File: config.mk
export PLATFORM = sky130hd
export DESIGN_NAME = mux4_rr_arbiter
export DESIGN_NICKNAME = d
export VERILOG_FILES = /design/src/rtl/mux4_arb_pkg.sv /design/src/rtl/rr_pick4.sv /design/src/rtl/mux4_rr_arbiter.sv
export SDC_FILE = /design/constraint.sdc
export NUM_CORES = 1
export LEC_CHECK = 0
export ABC_AREA = 1
export BUFFER_PORTS_ARGS = -buffer_cell sky130_fd_sc_hd__buf_4
export CAP_MARGIN = 20
export CORE_MARGIN = 10
export CORE_UTILIZATION = 47
export DETAILED_ROUTE_END_ITERATION = 8
export PLACE_DENSITY = 0.87
export SLEW_MARGIN = 20
export SYNTH_ARGS = -nofsm -noshare
export SYNTH_HDL_FRONTEND = slang
export SYNTH_SLANG_ARGS = --single-unit
export TNS_END_PERCENT = 30
File: constraint.sdc
create_clock -name clk -period 3.1 [get_ports clk]
set_clock_uncertainty 0.2 [all_clocks]
set_input_delay 0 -clock clk [delete_from_list [all_inputs] [get_ports clk]]
set_output_delay 0 -clock clk [all_outputs]
set_load 0.005 [all_outputs]
File: src/rtl/mux4_arb_pkg.sv
// Shared types and helpers for the 4-source round-robin word arbiter.
package mux4_arb_pkg;

  typedef enum logic {IDLE, GRANT} state_t;

  localparam logic [1:0] SEL_A0 = 2'd0;
  localparam logic [1:0] SEL_A1 = 2'd1;
  localparam logic [1:0] SEL_A2 = 2'd2;
  localparam logic [1:0] SEL_A3 = 2'd3;

  function automatic logic [3:0] onehot4(input logic [1:0] idx);
    return 4'b0001 << idx;
  endfunction

endpackage

File: src/rtl/rr_pick4.sv
// Rotating-priority pick: first set request scanning ptr, ptr+1, ... mod 4.
module rr_pick4 (
  input  logic [3:0] req,
  input  logic [1:0] ptr,
  output logic       any,
  output logic [1:0] idx
);

  assign any = |req;

  // Scan from the farthest offset down so the nearest request to ptr wins.
  always_comb begin
    idx = ptr;
    for (int o = 3; o >= 0; o--)
      if (req[ptr + 2'(o)]) idx = ptr + 2'(o);
  end

endmodule

File: src/rtl/mux4_rr_arbiter.sv
// Round-robin arbiter + sequencer driving a 4:1 word mux into a registered
// valid/ready output stage, with per-grant burst limit.
module mux4_rr_arbiter
  import mux4_arb_pkg::*;
#(
  parameter int WIDTH     = 32,
  parameter int MAX_BURST = 4,
  parameter int CNT_W     = 3
) (
  input  logic             clk,
  input  logic             rst_n,
  input  logic [3:0]       req,
  input  logic [3:0]       last,
  input  logic [WIDTH-1:0] A0,
  input  logic [WIDTH-1:0] A1,
  input  logic [WIDTH-1:0] A2,
  input  logic [WIDTH-1:0] A3,
  output logic [3:0]       gnt,
  output logic [1:0]       sel,
  output logic [WIDTH-1:0] out_data,
  output logic             out_valid,
  output logic             out_last,
  input  logic             out_ready
);

  state_t           state;
  logic [1:0]       ptr;
  logic [CNT_W-1:0] cnt;
  logic [CNT_W-1:0] cnt_nxt;
  logic             pick_any;
  logic [1:0]       pick_idx;
  logic             take;
  logic             acc;
  logic             rel;
  logic [WIDTH-1:0] cur;

  rr_pick4 u_pick (
    .req (req),
    .ptr (ptr),
    .any (pick_any),
    .idx (pick_idx)
  );

  always_comb begin
    cur = A0;
    case (sel)
      SEL_A0: cur = A0;
      SEL_A1: cur = A1;
      SEL_A2: cur = A2;
      SEL_A3: cur = A3;
      default: cur = A0;
    endcase
  end

  assign take    = ~out_valid | out_ready;
  assign acc     = (state == GRANT) & req[sel] & take;
  assign cnt_nxt = cnt + 1'b1;
  // Owner gives up the channel on end of packet, burst limit, or withdrawal.
  assign rel     = (state == GRANT) &
                   (~req[sel] | (acc & (last[sel] | (cnt_nxt == CNT_W'(MAX_BURST)))));

  always_ff @(posedge clk or negedge rst_n) begin
    if (!rst_n) begin
      state     <= IDLE;
      ptr       <= 2'd0;
      cnt       <= '0;
      gnt       <= 4'b0;
      sel       <= SEL_A0;
      out_data  <= '0;
      out_valid <= 1'b0;
      out_last  <= 1'b0;
    end else begin
      // A new beat overwrites a draining one; otherwise a drain empties the stage.
      if (acc) begin
        out_data  <= cur;
        out_valid <= 1'b1;
        out_last  <= last[sel];
        cnt       <= cnt_nxt;
      end else if (out_ready) begin
        out_valid <= 1'b0;
      end

      case (state)
        IDLE: if (pick_any) begin
          state <= GRANT;
          gnt   <= onehot4(pick_idx);
          sel   <= pick_idx;
          cnt   <= '0;
        end
        GRANT: if (rel) begin
          state <= IDLE;
          gnt   <= 4'b0;
          ptr   <= sel + 2'd1;
        end
        default: state <= IDLE;
      endcase
    end
  end

endmodule

==> summary.md <==
Summing the areas of all xor and xnor instances in the mapped netlist gives 0% of the synthesized area. CTS built an H-tree with a depth of 2. Entering global routing, the biggest net connects 47 pins. The worst hold margin came out at 0.07650 ns.

The run gives 0 as the global route total overflow. Traced cell by cell, the critical path runs through inv_1 > ha_1 > inv_4 > buf_4 > nand2_1 > o22ai_1 > dlygate4sd3_1 > o21ai_0. Power spread over the standard cell area amounts to 983.3 nW/um^2.

Setup repair after global routing left no endpoint under its margin. By area, the combinational part of the netlist is dominated by simple AND/OR/NAND/NOR gates. The number of global-route vias before repair is 4444. Maximum fanout encountered on the critical timing path: 32. The cell area that synthesis handed to floorplanning was 2844 um^2. The leading register cell type out of synthesis was sky130_fd_sc_hd__dfrtp_1.

The slowest stage of the critical path is the sky130_fd_sc_hd__dlygate4sd3_1 cell. The area fraction in and, or, nand and nor cells after synthesis was 25.38%. The logs give 50.45% for the worst relative slew slack and 0.9272 for the routability congestion estimate. Setup violations remaining at the end of the flow were counted as 0.

Compared with the post-synthesis result, the final layout area differs by 75.27%. Clock latency on the worst-skew pair, taken at its later pin, is 0.31 ns. The area share of fa/ha/maj cells after synthesis is 2.640%.

Category of the worst setup path capture point: a flip-flop. For the count of final hold-check violations, the log shows 0. Setup slack on the critical path of the routed design comes to 0.1421 ns. The flow ran to the end, and the final reports show no timing, DRC or antenna violations.

After detailed routing, the number of vias per cell comes to 6.097. The part of the cycle the worst path needs was 95.42%; the count of cell types in the netlist was 24. Counting every sink on the clock net gives 46.

The run gives 24400 um as the first-pass GRT wire length. The number of enable-type register cells in the synthesized netlist was 0. The post-route setup TNS came out at 0 ns.

The boundary pin count is 179, and the final routed wire length divided by cell count is 23.08 um. The count of buffers added on input and output ports is 178. The run gives 31.11% as the total routing usage reported by global routing. For this run, the detailed router's first-pass iteration total came to 6.

IR analysis of the VDD net gives a maximum drop of 0.5890 mV. For the number of nets still failing antenna checks after routing, the log shows 0. In the final design database the tool counted 760 nets. For this run, the number of Yosys warnings is 0. The maximum buffer depth of the clock tree is 2.

The synthesized netlist devotes 25.21% of its cell area to compound gates. Summed over all layers, the routed wires come to 15970 um. The core region is 5886 um^2.

Counting every instance in the synthesized netlist gives 380. The initialized floorplan defines 28 standard-cell rows. After synthesis, the mean cell area works out to 7.484 um^2. The share of cell area taken by muxes after synthesis was 0%; the horizontal extent of the die was 97.79 um. After the first detailed-routing iteration, the DRC count stood at 565. The multi-input combinational cells in the finished layout cover a total of 1519 um^2.

Maximum clock rate: 338.1 MHz. The amount of wire on met2 after detailed routing came out at 7626 um. The number of flip-flops and latches in the synthesized netlist works out to 46. For the number of buffers added for setup after CTS, the log shows 0. The tightest min-delay check is of the input pin to async pin type.

The tools report the met1 routed wirelength after detailed routing as 5119 um. The share of the Yosys chip area taken by registers is 40.48%. At the worst endpoint, the required time is 3.04 ns. Storage element area: 1151 um^2. The number of inserted filler cells in the final layout was 284; the final critical-path required period was 2.958 ns. At the placement stage, the worst setup path has a slack of 0.6265 ns. The initial antenna violation count came out at 1. For this run, asynchronously set or reset flops after synthesis account for 100.0%. The die is 97.79 um tall.

The analysis attributes to cell leakage a power of 2.601 nW. TritonCTS built the clock tree. Arrival time at the worst endpoint: 2.90 ns. The tools report the total clock buffers created by CTS as 5. The met3 wirelength from detailed routing came out at 2183 um. The root buffer cell was sky130_fd_sc_hd__clkbuf_8. The count of vias placed by the detailed router was 4219; the share of final-layout standard cells stronger than drive strength 1 was 32.47%. The run gives 9162 um as the half-perimeter wire length after placement. For the pin with the worst max-slew slack, the measured transition is 0.7432 ns. Final count of pins violating max slew: 0.

For this run, design rule violations remaining after detail routing come to 0. Post-layout total power: 0.004902 W. The startpoint-to-endpoint class of the critical path was flip-flop to flip-flop. Signal routing reaches up to met4.

STA classifies the critical path startpoint as a flip-flop. The peak per-stage delay on the critical path came out at 0.60 ns. The floorplan step defined a die boundary enclosing 9563 um^2. Max-cap violations in this run came to 0. The number of nets in the synthesized netlist is 525. The register clock-pin slew on the reported worst setup and hold paths works out to 0.10 ns. The effective utilization at floorplan came out at 48.32%.
==> final timing paths <==
check	start	to	slack, ns	cells after the start
min in group clk	req[2]	gnt[2]$_DFFE_PN0P_	0.11	7
worst max register to register	sel[1]$_DFFE_PN0P_	out_data[14]$_DFFE_PN0P_	0.14	8
worst min register to register	out_data[31]$_DFFE_PN0P_	out_data[31]$_DFFE_PN0P_	0.30	2
max in group asynchronous	rst_n	gnt[1]$_DFFE_PN0P_	2.19	2
worst min-delay path	rst_n	out_data[2]$_DFFE_PN0P_	0.08	2
worst max-delay path	sel[1]$_DFFE_PN0P_	out_data[14]$_DFFE_PN0P_	0.14	8
==> placed cells by master, fill, tap and decap left out, types with 6 or more instances in the layout <==
cell type / instances
sky130_fd_sc_hd__o22ai_1: 32
sky130_fd_sc_hd__a22o_1: 32
sky130_fd_sc_hd__nand2_1: 149
sky130_fd_sc_hd__dfrtp_1: 46
sky130_fd_sc_hd__clkbuf_8: 6
sky130_fd_sc_hd__nand3_1: 19
sky130_fd_sc_hd__buf_4: 182
sky130_fd_sc_hd__dlygate4sd3_1: 69
sky130_fd_sc_hd__o21ai_0: 39
sky130_fd_sc_hd__inv_1: 13
==> registers in the layout, summed over array words and instances, names as in the netlist <==
| register | cells |
|---|---|
| out_valid | 1 |
| out_data | 32 |
| state | 1 |
| cnt | 3 |
| sel | 2 |
| gnt | 4 |
| ptr | 2 |
| out_last | 1 |
==> power breakdown <==
| group | leakage, nW | total, W | switching [W] | internal, W |
|---|---|---|---|---|
| registers | 0.578 | 0.00114 | 0.000258 | 0.000885 |
| logic | 1.97 | 0.00335 | 0.00179 | 0.00156 |
| clock network | 0.0482 | 0.000405 | 0.000224 | 0.000181 |
| total | 2.60 | 0.00490 | 0.00228 | 0.00263 |
==> metal layers <==
metal / vias to the layer above / GRT usage [%]
li1: 1783 / -
met2: 420 / 53.50
met5: - / 0
met3: 109 / 9.937
met1: 1907 / 33.52
met4: 0 / 16.11
==> what timing repair did <==
item / CTS / global route
hold endpoints to repair: 80 / 0
setup endpoints to repair: 0 / 5
hold buffers: 69 / 0
gates resized for setup: 0 / 2
==> cell type report <==
cell class,count,share of cell area (%)
antenna,1,0.05020
clock buffer,7,1.732
clock inverter,1,0.1004
inverter,18,1.406
multi-input combinational,293,30.47
sequential,46,23.09
tap,75,1.883
timing repair buffer,251,41.27
==> Yosys cell counts (all sizes together), types with 2 or more instances <==
cell type	instances	area, um^2
inv	17	63.81
nand2	151	571.8
o21ai	42	210.2
nand4	2	27.53
clkbuf	17	66.31
dfrtp	46	1151
o22ai	32	200.2
a21oi	3	15.01
nand3	20	105.1
nor2	3	11.26
a22o	32	280.3
buf	6	45.04
ha	6	75.07
==> critical path, delay by kind of cell, from the launching register on <==
kind | cells | cell delay [ns]
AO/OA/AOI/OAI | 2 | 0.32
flip-flops | 1 | 0.52
AND/OR/NAND/NOR | 1 | 0.09
adder cells (fa/ha/maj) | 1 | 0.28
buffers and inverters | 4 | 1.37
==> stage by stage <==
step           cell area, um^2  util (%)  instances
2_1_floorplan             2844         -        380
3_3_place_gp              4193     71.24        614
3_5_place_dp              4193     71.24        614
4_1_cts                   4975     84.52        691
5_1_grt                   4985     84.69        692
6_report                  4985     84.69        692
==> logic make-up (layout without fill, tap and decap cells) <==
| logic type | count (synthesis) | after routing |
|---|---|---|
| AND/OR/NAND/NOR | 177 | 177 |
| AO/OA/AOI/OAI | 110 | 110 |
| flip-flops | 46 | 46 |
| buffers and inverters | 41 | 277 |
| adder cells (fa/ha/maj) | 6 | 6 |
| other | 0 | 1 |
Note: power is estimated with default switching activity, not from simulation.
